File: config.mk
export PLATFORM = sky130hd
export DESIGN_NAME = router_src_arbiter
export DESIGN_NICKNAME = d
export VERILOG_FILES = /design/src/rtl/router_src_arbiter.sv
export SDC_FILE = /design/constraint.sdc
export NUM_CORES = 1
export LEC_CHECK = 0
export CAP_MARGIN = 20
export CELL_PAD_IN_SITES_DETAIL_PLACEMENT = 0
export CELL_PAD_IN_SITES_GLOBAL_PLACEMENT = 1
export CORE_MARGIN = 2
export CORE_UTILIZATION = 37
export DETAILED_ROUTE_END_ITERATION = 7
export GPL_ROUTABILITY_DRIVEN = 0
export HOLD_SLACK_MARGIN = 0.12
export PLACE_DENSITY_LB_ADDON = 0.1
export REMOVE_ABC_BUFFERS = 1
export SLEW_MARGIN = 40
export SYNTH_ARGS = -nofsm -noshare
export SYNTH_HDL_FRONTEND = slang
export SYNTH_SLANG_ARGS = --single-unit
File: constraint.sdc
create_clock -name clock -period 3.1 [get_ports clock]
set_input_delay 0.62 -clock clock [delete_from_list [all_inputs] [get_ports clock]]
set_output_delay 0.62 -clock clock [all_outputs]
set_load 0.01 [all_outputs]
File: src/rtl/router_src_arbiter.sv
// router_src_arbiter: round-robin front end for router_top.
// Grants one of three byte sources per packet, forwards header and payload
// onto the router port, appends the parity byte, checks the payload length
// against the header and drops packets to port 3 or with zero length.
module router_src_arbiter #(
    parameter int unsigned GAP_CYCLES = 2
) (
    input  logic        clock,
    input  logic        reset,
    input  logic [2:0]  src_valid,
    input  logic [23:0] src_data,
    input  logic [2:0]  src_last,
    output logic [2:0]  src_ready,
    input  logic        router_busy,
    output logic [7:0]  router_data_in,
    output logic        router_pkt_valid,
    output logic [2:0]  grant,
    output logic        pkt_done,
    output logic        len_err,
    output logic        addr_err,
    output logic        proto_err
);

    typedef enum logic [2:0] {
        S_IDLE,
        S_HDR,
        S_PLD,
        S_PAR,
        S_FLUSH,
        S_DROP,
        S_GAP
    } state_t;

    state_t      state_q;
    logic [1:0]  rr_q;
    logic [1:0]  gsel_q;
    logic [2:0]  grant_q;
    logic [7:0]  parity_q;
    logic [5:0]  cnt_q;
    logic        flush_q;
    logic [3:0]  gap_q;
    logic        pkt_done_q;
    logic        len_err_q;
    logic        addr_err_q;
    logic        proto_err_q;

    logic [1:0]  pick_d;
    logic        found_d;
    logic [1:0]  scan_d;
    logic [7:0]  pick_hdr;
    logic [7:0]  cur_data;
    logic        cur_valid;
    logic        cur_last;
    logic        hdr_drop;

    function automatic logic [1:0] next_src(input logic [1:0] i);
        return (i == 2'd2) ? 2'd0 : i + 2'd1;
    endfunction

    function automatic logic [7:0] byte_sel(input logic [23:0] d, input logic [1:0] i);
        case (i)
            2'd0:    return d[7:0];
            2'd1:    return d[15:8];
            2'd2:    return d[23:16];
            default: return 8'h00;
        endcase
    endfunction

    function automatic logic [2:0] onehot(input logic [1:0] i);
        return 3'b001 << i;
    endfunction

    // First requester at or after the round-robin pointer, cyclically.
    always_comb begin
        pick_d  = rr_q;
        found_d = 1'b0;
        scan_d  = rr_q;
        for (int unsigned k = 0; k < 3; k++) begin
            if (!found_d && src_valid[scan_d]) begin
                pick_d  = scan_d;
                found_d = 1'b1;
            end
            scan_d = next_src(scan_d);
        end
    end

    assign pick_hdr  = byte_sel(src_data, pick_d);
    assign hdr_drop  = (pick_hdr[1:0] == 2'b11) || (pick_hdr[7:2] == 6'd0);
    assign cur_data  = byte_sel(src_data, gsel_q);
    assign cur_valid = src_valid[gsel_q];
    assign cur_last  = src_last[gsel_q];

    // Source handshake and router-side data path decoded from the state.
    always_comb begin
        src_ready        = '0;
        router_pkt_valid = 1'b0;
        router_data_in   = '0;
        case (state_q)
            S_HDR, S_PLD: begin
                src_ready        = grant_q & {3{~router_busy}};
                router_pkt_valid = 1'b1;
                router_data_in   = cur_data;
            end
            S_PAR: begin
                router_data_in = parity_q;
            end
            S_DROP, S_FLUSH: begin
                src_ready = grant_q;
            end
            default: ;
        endcase
    end

    // Packet sequencing FSM with registered grant and status pulses.
    always_ff @(posedge clock) begin
        if (reset) begin
            state_q     <= S_IDLE;
            rr_q        <= '0;
            gsel_q      <= '0;
            grant_q     <= '0;
            parity_q    <= '0;
            cnt_q       <= '0;
            flush_q     <= 1'b0;
            gap_q       <= '0;
            pkt_done_q  <= 1'b0;
            len_err_q   <= 1'b0;
            addr_err_q  <= 1'b0;
            proto_err_q <= 1'b0;
        end else begin
            pkt_done_q  <= 1'b0;
            len_err_q   <= 1'b0;
            addr_err_q  <= 1'b0;
            proto_err_q <= 1'b0;
            case (state_q)
                S_IDLE: begin
                    if (found_d) begin
                        gsel_q  <= pick_d;
                        grant_q <= onehot(pick_d);
                        if (hdr_drop) begin
                            state_q    <= S_DROP;
                            addr_err_q <= 1'b1;
                        end else begin
                            state_q <= S_HDR;
                        end
                    end
                end
                S_HDR: begin
                    if (cur_valid && !router_busy) begin
                        parity_q <= cur_data;
                        cnt_q    <= cur_data[7:2];
                        flush_q  <= 1'b0;
                        if (cur_last) begin
                            len_err_q <= 1'b1;
                            state_q   <= S_PAR;
                        end else begin
                            state_q <= S_PLD;
                        end
                    end
                end
                S_PLD: begin
                    if (!router_busy) begin
                        if (cur_valid) begin
                            parity_q <= parity_q ^ cur_data;
                            cnt_q    <= cnt_q - 6'd1;
                            if (cur_last) begin
                                if (cnt_q != 6'd1) len_err_q <= 1'b1;
                                state_q <= S_PAR;
                            end else if (cnt_q == 6'd1) begin
                                // Header length reached before last: drain the rest after parity.
                                len_err_q <= 1'b1;
                                flush_q   <= 1'b1;
                                state_q   <= S_PAR;
                            end
                        end else begin
                            proto_err_q <= 1'b1;
                        end
                    end
                end
                S_PAR: begin
                    if (!router_busy) begin
                        pkt_done_q <= 1'b1;
                        gap_q      <= 4'(GAP_CYCLES - 1);
                        state_q    <= flush_q ? S_FLUSH : S_GAP;
                    end
                end
                S_FLUSH: begin
                    if (cur_valid && cur_last) begin
                        gap_q   <= 4'(GAP_CYCLES - 1);
                        state_q <= S_GAP;
                    end
                end
                S_DROP: begin
                    if (cur_valid && cur_last) begin
                        rr_q    <= next_src(gsel_q);
                        grant_q <= '0;
                        state_q <= S_IDLE;
                    end
                end
                S_GAP: begin
                    if (gap_q == 4'd0) begin
                        rr_q    <= next_src(gsel_q);
                        grant_q <= '0;
                        state_q <= S_IDLE;
                    end else begin
                        gap_q <= gap_q - 4'd1;
                    end
                end
                default: state_q <= S_IDLE;
            endcase
        end
    end

    assign grant     = grant_q;
    assign pkt_done  = pkt_done_q;
    assign len_err   = len_err_q;
    assign addr_err  = addr_err_q;
    assign proto_err = proto_err_q;

endmodule
==> impl_metrics.csv <==
group,metric,value,unit
clock_network,postCtsHoldBufs,0,
placement,port_buffers,51,
yosys,synthFlopType,"dfxtp_1",
sta,period_needed,2.93,ns
yosys,postSynthAreaPerCell,7.58,µm²
power_and_ir_drop,clockPowerShare,15.3,%
min_path,min_path_cells,2,
power_and_ir_drop,intPower,0.00125,W
final_layout,most-common-layout-cells,"clkdlybuf4s50_1, nor2_1, dfxtp_1",
clock_network,cts_sinks,33,
status,status,"finished, final reports clean",
sta,worst_slew_margin_rel,55.5,%
clock_network,cts_root_buf,"clkbuf_8",
yosys,seq_area_frac_synth,27.2,%
yosys,ys_ff_latch,33,
global_routing,grt_antenna_before_repair,0,
routing,routed_wl,7260,µm
final_layout,num-nets-final,418,
yosys,synthCells,321,
setup_path,critical_path_arrival,2.31,ns
routing,wl_per_cell,15.8,µm
yosys,synth_cell_types,57,
clock_network,h-tree-depth,2,
routing,drtAntennaViolNets,0,
setup_path,path_buf_inv,1,
yosys,syn_area,2430,µm²
final_layout,final_cell_area,3200,µm²
sta,rsz0062_at_grt,"false",
setup_path,cp_common_cell,"a21o_1",
setup_path,startpoint_type,"flip-flop",
setup_path,cp_max_fo,15,
min_path,min_path_type,"reg -> reg",
yosys,post-synth-top-area-cell,"dfxtp_1",
floorplan,floorplan.initialDensity,38.3,%
global_routing,grt_first_pass_wirelength,11900,µm
final_layout,final_common_cell,"clkdlybuf4s50_1",
floorplan,die-height,85.1,µm
floorplan,dieArea,7240,µm²
setup_path,worst_ep_required_time,2.48,ns
placement,place_area,3120,µm²
setup_path,critPathMaxStageDelay,0.63,ns
global_routing,grt_max_degree,20,
setup_path,reg2reg_depth,10,
flow_run,cap_violations,0,
yosys,synth_top_area_share,27.2,%
power_and_ir_drop,irDropWorstVdd,265,µV
clock_network,cts_buffers,5,
setup_path,path_depth,5,
global_routing,grt_pass1_vias,2440,
yosys,yosys-top-cells-area,"dfxtp_1, nor2_1, mux2i_1, o21ai_0, a21oi_1",
sta,fin_crit_sh,94.6,%
floorplan,die_w,85.1,µm
routing,drc,0,
setup_path,cpMaxStageDelayCell,"dfxtp_1",
setup_path,crit_type,"reg -> out",
clock_network,cts_tree,"done",
setup_path,cp-end-kind,"output port",
yosys,yosys_warnings,0,
sta,fin_skew,0.00524,ns
sta,finalSetupTns,0,ns
power_and_ir_drop,combPwrFrac,59.0,%
clock_network,clock_latency,0.29,ns
sta,hold_viol,0,
placement,dp_hpwl,5490,µm
clock_network,clk_pin_slew,0.08,ns
routing,vias_per_cell,5.73,
power_and_ir_drop,p_seq_share,25.7,%
final_layout,fin_cells,459,
yosys,synth-async-reset-ratio,0,%
sta,timing.fmax,341,MHz
power_and_ir_drop,p_leak,1.21,nW
power_and_ir_drop,power_density,698,nW/µm²
placement,placed_cells,451,
global_routing,track_usage,20.1,%
final_layout,nFillCells,631,
setup_path,crit_chain,"nand2b_1, a21o_1, nor2_1, a21o_1, clkdlybuf4s50_1",
setup_path,cp_top_family,"flip-flops",
final_layout,syn2layout_area_growth,31.5,%
power_and_ir_drop,switchingPower,0.000984,W
routing,drt-initial-drc-count,174,
floorplan,core_area,6350,µm²
sta,setup-violations-final,0,
yosys,synth-edff-count,0,
floorplan,io-pin-count,52,
routing,drt-pass1-iter-count,4,
sta,worstMarginPinSlew,0.657,ns
final_layout,antenna_cells,0,
global_routing,globalRouteOverflowTotal,0,
power_and_ir_drop,p_sw_share,44.0,%
sta,drv_slew,0,
final_layout,drive_above_1_share,10.7,%
floorplan,num_rows,29,
clock_network,clockBufferDepth,2,
routing,via_count,2628,
-- worst reg2reg max path, cell delays in order (launching register included) --
cell and delay, ns:
dfxtp_2 0.51, buf_4 0.20, mux2i_1 0.11, a2bb2oi_4 0.17, ha_1 0.20, nor2b_1 0.13, o211ai_1 0.19, o311ai_1 0.22
a2111oi_4 0.31, nor2_1 0.08, a2111oi_2 0.35
-- power groups by stage --
stage	clock, W	sequential (W)	combinational [W]
finish	0.000341	0.000575	0.00132
global route	0.000365	0.000589	0.00144
CTS	0.000346	0.000574	0.00132
detailed placement	0	0.000583	0.00132
global placement	0	0.000582	0.00132
floorplan	0	0.000605	0.000761
-- metal layers --
layer  global-route usage, %  share of wire (%)  up-vias
met4                    5.05                1.3        0
met3                    4.67                7.1        9
met2                    31.6                 45       91
met1                    27.9                 46     1227
met5                       0                  0        -
li1                        -                  -     1301
-- stage by stage --
stage / total power, W / hold slack [ns] / utilization, % / worst slack, ns
2_1_floorplan: 0.00137 / 0.444 / - / 0.667
3_3_place_gp: 0.00190 / 0.472 / 49.1 / 0.0627
3_5_place_dp: 0.00190 / 0.478 / 49.1 / 0.0959
4_1_cts: 0.00224 / 0.489 / 50.4 / 0.0565
5_1_grt: 0.00240 / 0.522 / 50.4 / 0.0202
6_report: 0.00223 / 0.487 / 50.4 / 0.168
-- state kept, by name, indices dropped and copies added (netlist names) --
name	count
parity_q	8
gsel_q	2
grant	3
state_q	3
pkt_done	1
proto_err	1
flush_q	1
cnt_q	6
addr_err	1
gap_q	4
rr_q	2
len_err	1
-- cells by family after synthesis --
family	after synthesis	share of synthesized area, %
XOR/XNOR	2	0.720
buffers and inverters	30	5.14
AO/OA/AOI/OAI	116	34.3
flip-flops	33	27.2
multiplexers	14	5.76
AND/OR/NAND/NOR	122	24.9
adder cells (fa/ha/maj)	4	2.06
-- layout make-up --
type,instances,area (µm²),share of cell area (%)
Clock inverter,3,17.5,0.548
Multi-Input combinational cell,258,1650,51.5
Inverter,10,37.5,1.17
Timing Repair Buffer,73,671,21.0
Clock buffer,5,68.8,2.15
Sequential cell,33,662,20.7
Tap cell,77,96.3,3.01
-- cell usage after synthesis, types with 4 or more instances --
library cell,count
a22oi_1,10
ha_1,4
nand3_1,5
mux2i_1,14
inv_1,9
nor2_1,44
dfxtp_1,33
nor3_1,11
nor4_1,5
o21ai_0,27
o211ai_1,5
o22ai_1,4
a21oi_1,19
nand2b_1,10
nand2_1,22
a21o_1,11
nor2b_1,10
clkbuf_1,14
a2bb2oi_1,8
a211oi_1,4
-- repair_timing --
item                       4_1_cts  5_1_grt
setup buffers                    0        0
resized for setup                0        1
setup endpoints to repair        0        5
-- final timing paths --
path | from | to | slack [ns]
setup reg to reg | gsel_q[1] | state_q[1] | 0.52
hold reg to reg | grant[2] | grant[2] | 0.49
setup / recovery | state_q[0] | router_data_in[0] | 0.17
hold / removal | grant[2] | grant[2] | 0.49
(Power assumes the default switching activity.)
